--- config.mk ---
export PLATFORM = sky130hd
export DESIGN_NAME = ap_ctrl_responder_flat
export DESIGN_NICKNAME = d
export VERILOG_FILES = /design/src/rtl/ap_ctrl_pkg.sv /design/src/rtl/ap_ctrl_responder_if.sv /design/src/rtl/ap_watchdog.sv /design/src/rtl/ap_ctrl_responder.sv /design/src/flat_wrapper.sv
export SDC_FILE = /design/constraint.sdc
export NUM_CORES = 1
export LEC_CHECK = 0
export BUFFER_PORTS_ARGS = -buffer_cell sky130_fd_sc_hd__buf_2
export CAP_MARGIN = 20
export CORE_UTILIZATION = 33
export DETAILED_ROUTE_END_ITERATION = 8
export HOLD_SLACK_MARGIN = 0.12
export PLACE_DENSITY = 0.63
export SLEW_MARGIN = 40
export SYNTH_ARGS = -nofsm -noshare
export SYNTH_HDL_FRONTEND = slang
export SYNTH_HIERARCHICAL = 1
export SYNTH_SLANG_ARGS = --single-unit
--- constraint.sdc ---
create_clock -name ap_clk -period 4.8 [get_ports ap_clk]
set_input_delay 0.72 -clock ap_clk [delete_from_list [all_inputs] [get_ports ap_clk]]
set_output_delay 0.72 -clock ap_clk [all_outputs]
set_load 0.1 [all_outputs]
--- src/rtl/ap_ctrl_pkg.sv ---
// Shared types for ap_ctrl start/ready/done/idle handshake blocks.
// Holds the responder state encoding and the watchdog-disable sentinel.
package ap_ctrl_pkg;

    localparam int STATE_W          = 2;
    localparam int TIMEOUT_DISABLED = 0;

    typedef enum logic [STATE_W-1:0] {
        IDLE = 2'd0,
        RUN  = 2'd1,
        DONE = 2'd2
    } ap_state_e;

endpackage

--- src/rtl/ap_ctrl_responder_if.sv ---
// Initiator-facing ap_ctrl handshake bundle; master = initiator, slave = kernel side.
// No storage of its own; timing and backpressure belong to whichever block drives it.
interface ap_ctrl_responder_if #(
    parameter int ARG_W = 32,
    parameter int RET_W = 32
);
    logic             ap_start;
    logic [ARG_W-1:0] ap_arg;
    logic             ap_continue;
    logic             ap_ready;
    logic             ap_done;
    logic             ap_idle;
    logic [RET_W-1:0] ap_return;
    logic             ap_error;

    modport master (
        output ap_start, ap_arg, ap_continue,
        input  ap_ready, ap_done, ap_idle, ap_return, ap_error
    );

    modport slave (
        input  ap_start, ap_arg, ap_continue,
        output ap_ready, ap_done, ap_idle, ap_return, ap_error
    );
endinterface

--- src/rtl/ap_watchdog.sv ---
// Run-length watchdog: counts enabled cycles from a clear, flags expiry combinationally
// in the cycle the count sits at TIMEOUT-1; no backpressure, tied off when TIMEOUT=0.
module ap_watchdog
    import ap_ctrl_pkg::*;
#(
    parameter int TIMEOUT = 0,
    parameter int TO_W    = 16
) (
    input  logic clk,
    input  logic rst,
    input  logic clear,
    input  logic enable,
    output logic expired
);

    localparam bit            WD_ON = (TIMEOUT != TIMEOUT_DISABLED);
    localparam logic [TO_W-1:0] LIMIT = WD_ON ? TO_W'(TIMEOUT - 1) : '0;

    logic [TO_W-1:0] cnt_q;
    logic [TO_W-1:0] cnt_d;

    // Saturate at the limit so a stalled enable can never wrap past it.
    always_comb begin
        cnt_d = cnt_q;
        if (clear) begin
            cnt_d = '0;
        end else if (enable && WD_ON && (cnt_q != LIMIT)) begin
            cnt_d = cnt_q + TO_W'(1);
        end
    end

    always_ff @(posedge clk or posedge rst) begin
        if (rst) begin
            cnt_q <= '0;
        end else begin
            cnt_q <= cnt_d;
        end
    end

    assign expired = WD_ON && enable && (cnt_q == LIMIT);

endmodule

--- src/rtl/ap_ctrl_responder.sv ---
// Kernel side of ap_ctrl_hs/ap_ctrl_chain wrapping a custom RTL core; ap_ready/core_start 1 cycle
// after accepting ap_start, ap_done 1 cycle after core_done. One task at a time; start held off in RUN/held DONE.
module ap_ctrl_responder
    import ap_ctrl_pkg::*;
#(
    parameter int ARG_W   = 32,
    parameter int RET_W   = 32,
    parameter int CHAIN   = 0,
    parameter int TIMEOUT = 0,
    parameter int TO_W    = 16,
    parameter int CNT_W   = 16
) (
    input  logic             ap_clk,
    input  logic             ap_rst,
    ap_ctrl_responder_if.slave ap_if,
    output logic             core_start,
    output logic [ARG_W-1:0] core_arg,
    input  logic             core_done,
    input  logic [RET_W-1:0] core_result,
    output logic [CNT_W-1:0] task_cnt,
    output logic             spurious
);

    ap_state_e        state_q, state_d;
    logic             ap_ready_q, ap_ready_d;
    logic             ap_done_q, ap_done_d;
    logic             ap_idle_q, ap_idle_d;
    logic [RET_W-1:0] ap_return_q, ap_return_d;
    logic             ap_error_q, ap_error_d;
    logic             core_start_q, core_start_d;
    logic [ARG_W-1:0] core_arg_q, core_arg_d;
    logic [CNT_W-1:0] task_cnt_q, task_cnt_d;
    logic             spurious_q, spurious_d;
    logic             accept;
    logic             wd_expired;

    ap_watchdog #(
        .TIMEOUT (TIMEOUT),
        .TO_W    (TO_W)
    ) u_watchdog (
        .clk     (ap_clk),
        .rst     (ap_rst),
        .clear   (state_q != RUN),
        .enable  (state_q == RUN),
        .expired (wd_expired)
    );

    always_comb begin
        state_d      = state_q;
        ap_return_d  = ap_return_q;
        ap_error_d   = ap_error_q;
        core_arg_d   = core_arg_q;
        task_cnt_d   = task_cnt_q;
        ap_ready_d   = 1'b0;
        core_start_d = 1'b0;
        accept       = 1'b0;
        spurious_d   = spurious_q | (core_done && (state_q != RUN));

        case (state_q)
            IDLE: begin
                accept = ap_if.ap_start;
            end
            RUN: begin
                // A real completion beats a watchdog expiry landing on the same cycle.
                if (core_done) begin
                    ap_return_d = core_result;
                    ap_error_d  = 1'b0;
                    task_cnt_d  = task_cnt_q + CNT_W'(1);
                    state_d     = DONE;
                end else if (wd_expired) begin
                    ap_error_d  = 1'b1;
                    task_cnt_d  = task_cnt_q + CNT_W'(1);
                    state_d     = DONE;
                end
            end
            DONE: begin
                if ((CHAIN == 0) || ap_if.ap_continue) begin
                    if (ap_if.ap_start) begin
                        accept = 1'b1;
                    end else begin
                        state_d = IDLE;
                    end
                end
            end
            default: begin
                state_d = IDLE;
            end
        endcase

        if (accept) begin
            state_d      = RUN;
            core_arg_d   = ap_if.ap_arg;
            ap_ready_d   = 1'b1;
            core_start_d = 1'b1;
        end

        ap_done_d = (state_d == DONE);
        ap_idle_d = (state_d == IDLE);
    end

    always_ff @(posedge ap_clk or posedge ap_rst) begin
        if (ap_rst) begin
            state_q      <= IDLE;
            ap_ready_q   <= 1'b0;
            ap_done_q    <= 1'b0;
            ap_idle_q    <= 1'b1;
            ap_return_q  <= '0;
            ap_error_q   <= 1'b0;
            core_start_q <= 1'b0;
            core_arg_q   <= '0;
            task_cnt_q   <= '0;
            spurious_q   <= 1'b0;
        end else begin
            state_q      <= state_d;
            ap_ready_q   <= ap_ready_d;
            ap_done_q    <= ap_done_d;
            ap_idle_q    <= ap_idle_d;
            ap_return_q  <= ap_return_d;
            ap_error_q   <= ap_error_d;
            core_start_q <= core_start_d;
            core_arg_q   <= core_arg_d;
            task_cnt_q   <= task_cnt_d;
            spurious_q   <= spurious_d;
        end
    end

    assign ap_if.ap_ready  = ap_ready_q;
    assign ap_if.ap_done   = ap_done_q;
    assign ap_if.ap_idle   = ap_idle_q;
    assign ap_if.ap_return = ap_return_q;
    assign ap_if.ap_error  = ap_error_q;
    assign core_start      = core_start_q;
    assign core_arg        = core_arg_q;
    assign task_cnt        = task_cnt_q;
    assign spurious        = spurious_q;

endmodule

--- src/flat_wrapper.sv ---
// flat-port wrapper written by rule: the top's interface ports become plain ports
module ap_ctrl_responder_flat import ap_ctrl_pkg::*;
#(
    parameter int ARG_W   = 32,
    parameter int RET_W   = 32,
    parameter int CHAIN   = 0,
    parameter int TIMEOUT = 0,
    parameter int TO_W    = 16,
    parameter int CNT_W   = 16
)
  (ap_clk, ap_rst, core_start, core_arg, core_done, core_result, task_cnt, spurious, ap_if_ap_start, ap_if_ap_arg, ap_if_ap_continue, ap_if_ap_ready, ap_if_ap_done, ap_if_ap_idle, ap_if_ap_return, ap_if_ap_error);
  ap_ctrl_responder_if #(.ARG_W(ARG_W), .RET_W(RET_W)) ap_if_i ();
  input  logic ap_clk;
  input  logic ap_rst;
  output logic core_start;
  output logic [ARG_W-1:0] core_arg;
  input  logic core_done;
  input  logic [RET_W-1:0] core_result;
  output logic [CNT_W-1:0] task_cnt;
  output logic spurious;
  input wire logic [$bits(ap_if_i.ap_start)-1:0] ap_if_ap_start;
  input wire logic [$bits(ap_if_i.ap_arg)-1:0] ap_if_ap_arg;
  input wire logic [$bits(ap_if_i.ap_continue)-1:0] ap_if_ap_continue;
  output wire logic [$bits(ap_if_i.ap_ready)-1:0] ap_if_ap_ready;
  output wire logic [$bits(ap_if_i.ap_done)-1:0] ap_if_ap_done;
  output wire logic [$bits(ap_if_i.ap_idle)-1:0] ap_if_ap_idle;
  output wire logic [$bits(ap_if_i.ap_return)-1:0] ap_if_ap_return;
  output wire logic [$bits(ap_if_i.ap_error)-1:0] ap_if_ap_error;
  assign ap_if_i.ap_start = ap_if_ap_start;
  assign ap_if_i.ap_arg = ap_if_ap_arg;
  assign ap_if_i.ap_continue = ap_if_ap_continue;
  assign ap_if_ap_ready = ap_if_i.ap_ready;
  assign ap_if_ap_done = ap_if_i.ap_done;
  assign ap_if_ap_idle = ap_if_i.ap_idle;
  assign ap_if_ap_return = ap_if_i.ap_return;
  assign ap_if_ap_error = ap_if_i.ap_error;
  ap_ctrl_responder #(.ARG_W(ARG_W), .RET_W(RET_W), .CHAIN(CHAIN), .TIMEOUT(TIMEOUT), .TO_W(TO_W), .CNT_W(CNT_W)) u_core (.ap_clk(ap_clk), .ap_rst(ap_rst), .ap_if(ap_if_i), .core_start(core_start), .core_arg(core_arg), .core_done(core_done), .core_result(core_result), .task_cnt(task_cnt), .spurious(spurious));
endmodule
# Word-level counts from Yosys, hierarchy flattened
# Index checks and enable logic that the tools add are counted.
# totals
reg_bits	86
elab_cells	25
# classes
n_addsub	1
eq_ne	4
n_mux	7
bitwise	1
n_reduce_logical	4
# op_table
cell	n
$add A16 B1 Y16 const B	1
$mux W2	3
$pmux W2 S3	1
$eq A2 B2 Y1 const B	2
$logic_not A2 Y1	2
$eq A2 B1 Y1 const B	1
$mux W1	2
$ne A2 B1 Y1 const B	1
$pmux W1 S2	1
$reduce_and A2 Y1	1
$logic_and A1 B1 Y1	1
$or A1 B1 Y1	1

# Depth between registers and ports, before layout
# logic_depth
ltp_word	4
depth_mapped	6
ltp_nobuf	5

# Modules after synthesis
# The synthesis kept the hierarchy.
# modules_own_cells
module	n_inst	cells_per_inst	area_per_inst_um2	seq_area_each_um2
ap_ctrl_responder	1	215	3394.5	2178.3
ap_watchdog	1	2	11.3	0.0

# Least setup slack after synthesis
# OpenSTA, ideal clock, no wires.
# synth_path
path_kind	reg-to-reg
start	register u_core.task_cnt_q[4] (netlist: u_core/task_cnt[4])
end	register u_core.task_cnt_q[14] (netlist: u_core/task_cnt[14])
arrival_time_ns	1.931
required_time_ns	4.642
slack_ns	2.711
stages_incl_launch_ff	5
synth_period_minus_slack_ns	2.089
path_cell_list	dfrtp_1 > nand3_2 > nor4_1 > nand4_1 > xnor2_1
# synth_via
elab_chain_cells	1
# synth_rtl
element	line	source
from (decl)	ap_ctrl_responder.sv:32	logic [CNT_W-1:0] task_cnt_q, task_cnt_d;
from (signal assigned)	ap_ctrl_responder.sv:122	task_cnt_q <= task_cnt_d;
$add A16 B1 Y16	ap_ctrl_responder.sv:68	task_cnt_d = task_cnt_q + CNT_W'(1);
# No other way between the ends.
# A chain may end at the register's enable or synchronous reset.

# Worst setup path in the final report
# layout_path
start	register u_core.ap_idle_q (netlist: u_core/ap_if.ap_idle)
end	output ap_if_ap_idle
# layout_rtl
element	line	source
from (decl)	ap_ctrl_responder.sv:27	logic ap_idle_q, ap_idle_d;
from (signal assigned)	ap_ctrl_responder.sv:117	ap_idle_q <= ap_idle_d;
to (decl)	flat_wrapper.sv:26	output wire logic [$bits(ap_if_i.ap_idle)-1:0] ap_if_ap_idle;
# No word-level cell between the ends.

==> summary.txt <==
Worst setup path
  – R2R setup slack: 2.96 ns
  – Crit-path leading delay family: flip-flops
  – Bufs and invs on worst path: 1
  – Cell Chain, Critical Path: buf_2
  – Crit. Startpoint: u_core/ap_if.ap_idle
  – Critical path's slowest cell: dfstp_2
  – Worst Path Required: 4.08 ns
  – R2r endpoint: u_core/ap_if.ap_return[16]
  – Setup crit end kind: output port
  – Worst Path Max Fanout: 1
  – Crit Path Category: flop to output port
  – WP data arrival: 1.29 ns
  – Stages on the worst setup path: 1
  – R2r startpoint: u_core/state_q[0]
  – R2R depth: 4
  – Crit path launch type: flop
  – Critical Path Max Stage Delay: 0.52 ns

Synth
  – Post-synth EDFFs: 0
  – Synth cell types: 30
  – Mapped Avg Cell Area: 15.69 um2
  – Sequential fraction of the synthesis area: 63.96%
  – Mapped Nets: 287
  – Post-synthesis cell area: 3406 um2
  – Synthesis Warnings: 6
  – Post-synthesis sequential element count: 87
  – Mapped Cells: 217
  – Top FF cell, synth: dfrtp_1
  – Synth async-reset ratio: 100.0%

Layout
  – Fraction of layout cells with a size suffix above 1: 63.93%
  – Nets: 443
  – Final Cell Area: 4499 um2
  – Most common cell after layout, fill and taps aside: buf_2
  – Diodes inserted: 0
  – Fillers: 949
  – Area grow syn2layout: 32.11%
  – Most frequent cells in the layout: buf_2, dfrtp_1, mux2_2

Power
  – Worst VDD drop: 0.3736 mV
  – Switching part of the total: 54.83%
  – Comb power frac: 52.9%
  – Power per cell area: 709.7 nW/um2
  – Sw Pwr: 1.751 mW
  – Sequential power share: 31.2%
  – Pleak: 2.191 nW
  – Internal cell power: 1.442 mW
  – Clk network pwr share: 15.9%

Clock tree
  – # clock sinks: 87
  – CTS H-tree lvls: 3
  – Total CTS buffers: 9
  – CTS root buf: clkbuf_8
  – Buffer count from post-CTS setup fixing: 0
  – Clock-pin slew on the worst setup and hold paths: 0.08 ns
  – CTS tree: built
  – Worst-case clock buffer depth: 2
  – Clock Latency Late Sink: 0.34 ns
  – Post-CTS Hold Buffers: 0
  – CTS resizes: 0

Placement
  – Placed Instance Area: 4302 um2
  – Post-DP HPWL: 4.752 mm
  – RD Place Congestion: 0.6971
  – # port buffers: 153

Drt
  – DR WL/cell: 12.81 um
  – DR iter-0 viols: 50
  – WL final: 6.535 mm
  – Vias: 2264
  – Vias/cell: 4.439
  – DRC Markers: 0
  – Antenna-violating nets left: 0
  – TritonRoute pass-1 iters: 4

Die
  – # IOs: 155
  – Row cnt: 36
  – Initial Utilization: 34.37%
  – Die Wd: 103.6 um
  – Die area: 10730 um2
  – Core ar.: 9910 um2
  – Die H: 103.6 um

Global route
  – Vias in the first global route: 2296
  – Largest net degree at the start of global routing: 47
  – Initial antenna violation count: 0
  – Remaining Overflow, GRT: 0
  – First-pass GRT wire length: 11.07 mm
  – Gr usage total: 12.98%

STA
  – Max-slew violation count: 0
  – RSZ-0062 raised after global routing: false
  – Final setup violation count: 0
  – Worst clock skew: 0.006089 ns
  – TNS Setup: 0 ns
  – Final hold violations: 0
  – Slew headroom: 52.76%
  – Slew @ Worst Pin: 0.7086 ns
  – Fmax: 497.6 MHz
  – Final period util: 41.86%
  – Min Tclk post-route: 2.010 ns

Run status
  – Status: completed

Worst hold path
  – Hold Crit Class: input port to asynchronous set/reset pin

Flow run
  – Max Cap Viol: 0
[metrics by stage]
step | hold slack [ns] | util [%] | power, mW | cells | setup WS [ns]
after floorplan | 0.6291 | - | 2.452 | 217 | 1.831
after global placement | 0.4389 | 43.13 | 2.695 | 494 | 2.635
after detailed placement | 0.4538 | 43.41 | 2.714 | 495 | 2.802
after CTS | 0.4719 | 45.40 | 3.231 | 510 | 2.759
after global routing | 0.4998 | 45.40 | 3.320 | 510 | 2.740
final | 0.4533 | 45.40 | 3.193 | 510 | 2.790
[state kept, by name, indices dropped and copies added, names as in the netlist]
name / count
u_core/ap_if.ap_done: 1
u_core/spurious: 1
u_core/core_arg: 32
u_core/core_start: 1
u_core/task_cnt: 16
u_core/state_q: 2
u_core/ap_if.ap_idle: 1
u_core/ap_if.ap_return: 32
u_core/ap_if.ap_error: 1
[cell usage after synthesis, types with 2 or more instances]
master    n  share of area, %
buf_4     2              0.44
nand4_1   4              0.73
mux2_2   56                19
mux2_4    6               2.6
a21oi_1   2              0.29
nand2_1   5              0.55
xnor2_1  12               3.1
nor2_1    3              0.33
inv_1     2              0.22
buf_2     4              0.59
nor4_4    2               1.2
mux2_1    3              0.99
dfrtp_1  86                63
buf_6     4               1.3
nand3_1   8               1.2
xor2_1    3              0.77
a21o_1    2              0.44
[area by class of cell]
cell class,instances,area (um2),area share [%]
flip-flops and latches,87,2178,48.41
repair buffers,155,800.8,17.80
clock buffers,12,155.1,3.448
inverters,3,15.01,0.3337
multi-input cells,117,1141,25.36
clock inverters,3,42.54,0.9455
well taps,133,166.4,3.699
[worst max path at each step]
stage / slack (ns) / end
2_1_floorplan: 1.83 / u_core/ap_if.ap_done
3_3_place_gp: 2.64 / u_core/core_arg[20]
3_5_place_dp: 2.80 / u_core/core_arg[13]
4_1_cts: 2.76 / ap_if_ap_idle
5_1_grt: 2.74 / ap_if_ap_idle
6_report: 2.79 / ap_if_ap_idle
[worst reg2reg max path: stages (launching register included)]
cell,delay (ns)
dfrtp_1,0.43
nand2b_1,0.40
inv_4,0.10
nand2_4,0.37
mux2_2,0.43
[cells by family (layout without fill, tap and decap cells)]
logic type	Yosys count	count (layout)	share of synthesized area [%]
flops	87	87	63.96
simple gates	31	31	6.062
fa+ha+maj	1	1	0.3673
other cells	1	1	0.1101
buf+inv	13	173	2.755
mux	65	65	22.15
xor+xnor	15	15	3.858
compound gates	4	4	0.7346
[power groups by stage]
stage | combinational [mW] | clock (mW) | sequential, mW
detailed placement | 1.70 | 0 | 1.01
CTS | 1.70 | 0.530 | 1.00
finish | 1.69 | 0.506 | 0.998
global route | 1.74 | 0.558 | 1.02
global placement | 1.69 | 0 | 1.01
floorplan | 0.234 | 0 | 2.22
[per-layer routing]
layer  vias up  part of all wire, %  track usage [%]  wire, um
li1       1055                    -                -         -
met5         -                    0                0         0
met1      1100                   44            15.92      2903
met3         8                  7.7            3.902       505
met4         0                  1.7            7.453       111
met2       101                   46            20.33      3014
Note: power is estimated with default switching activity, not from simulation.
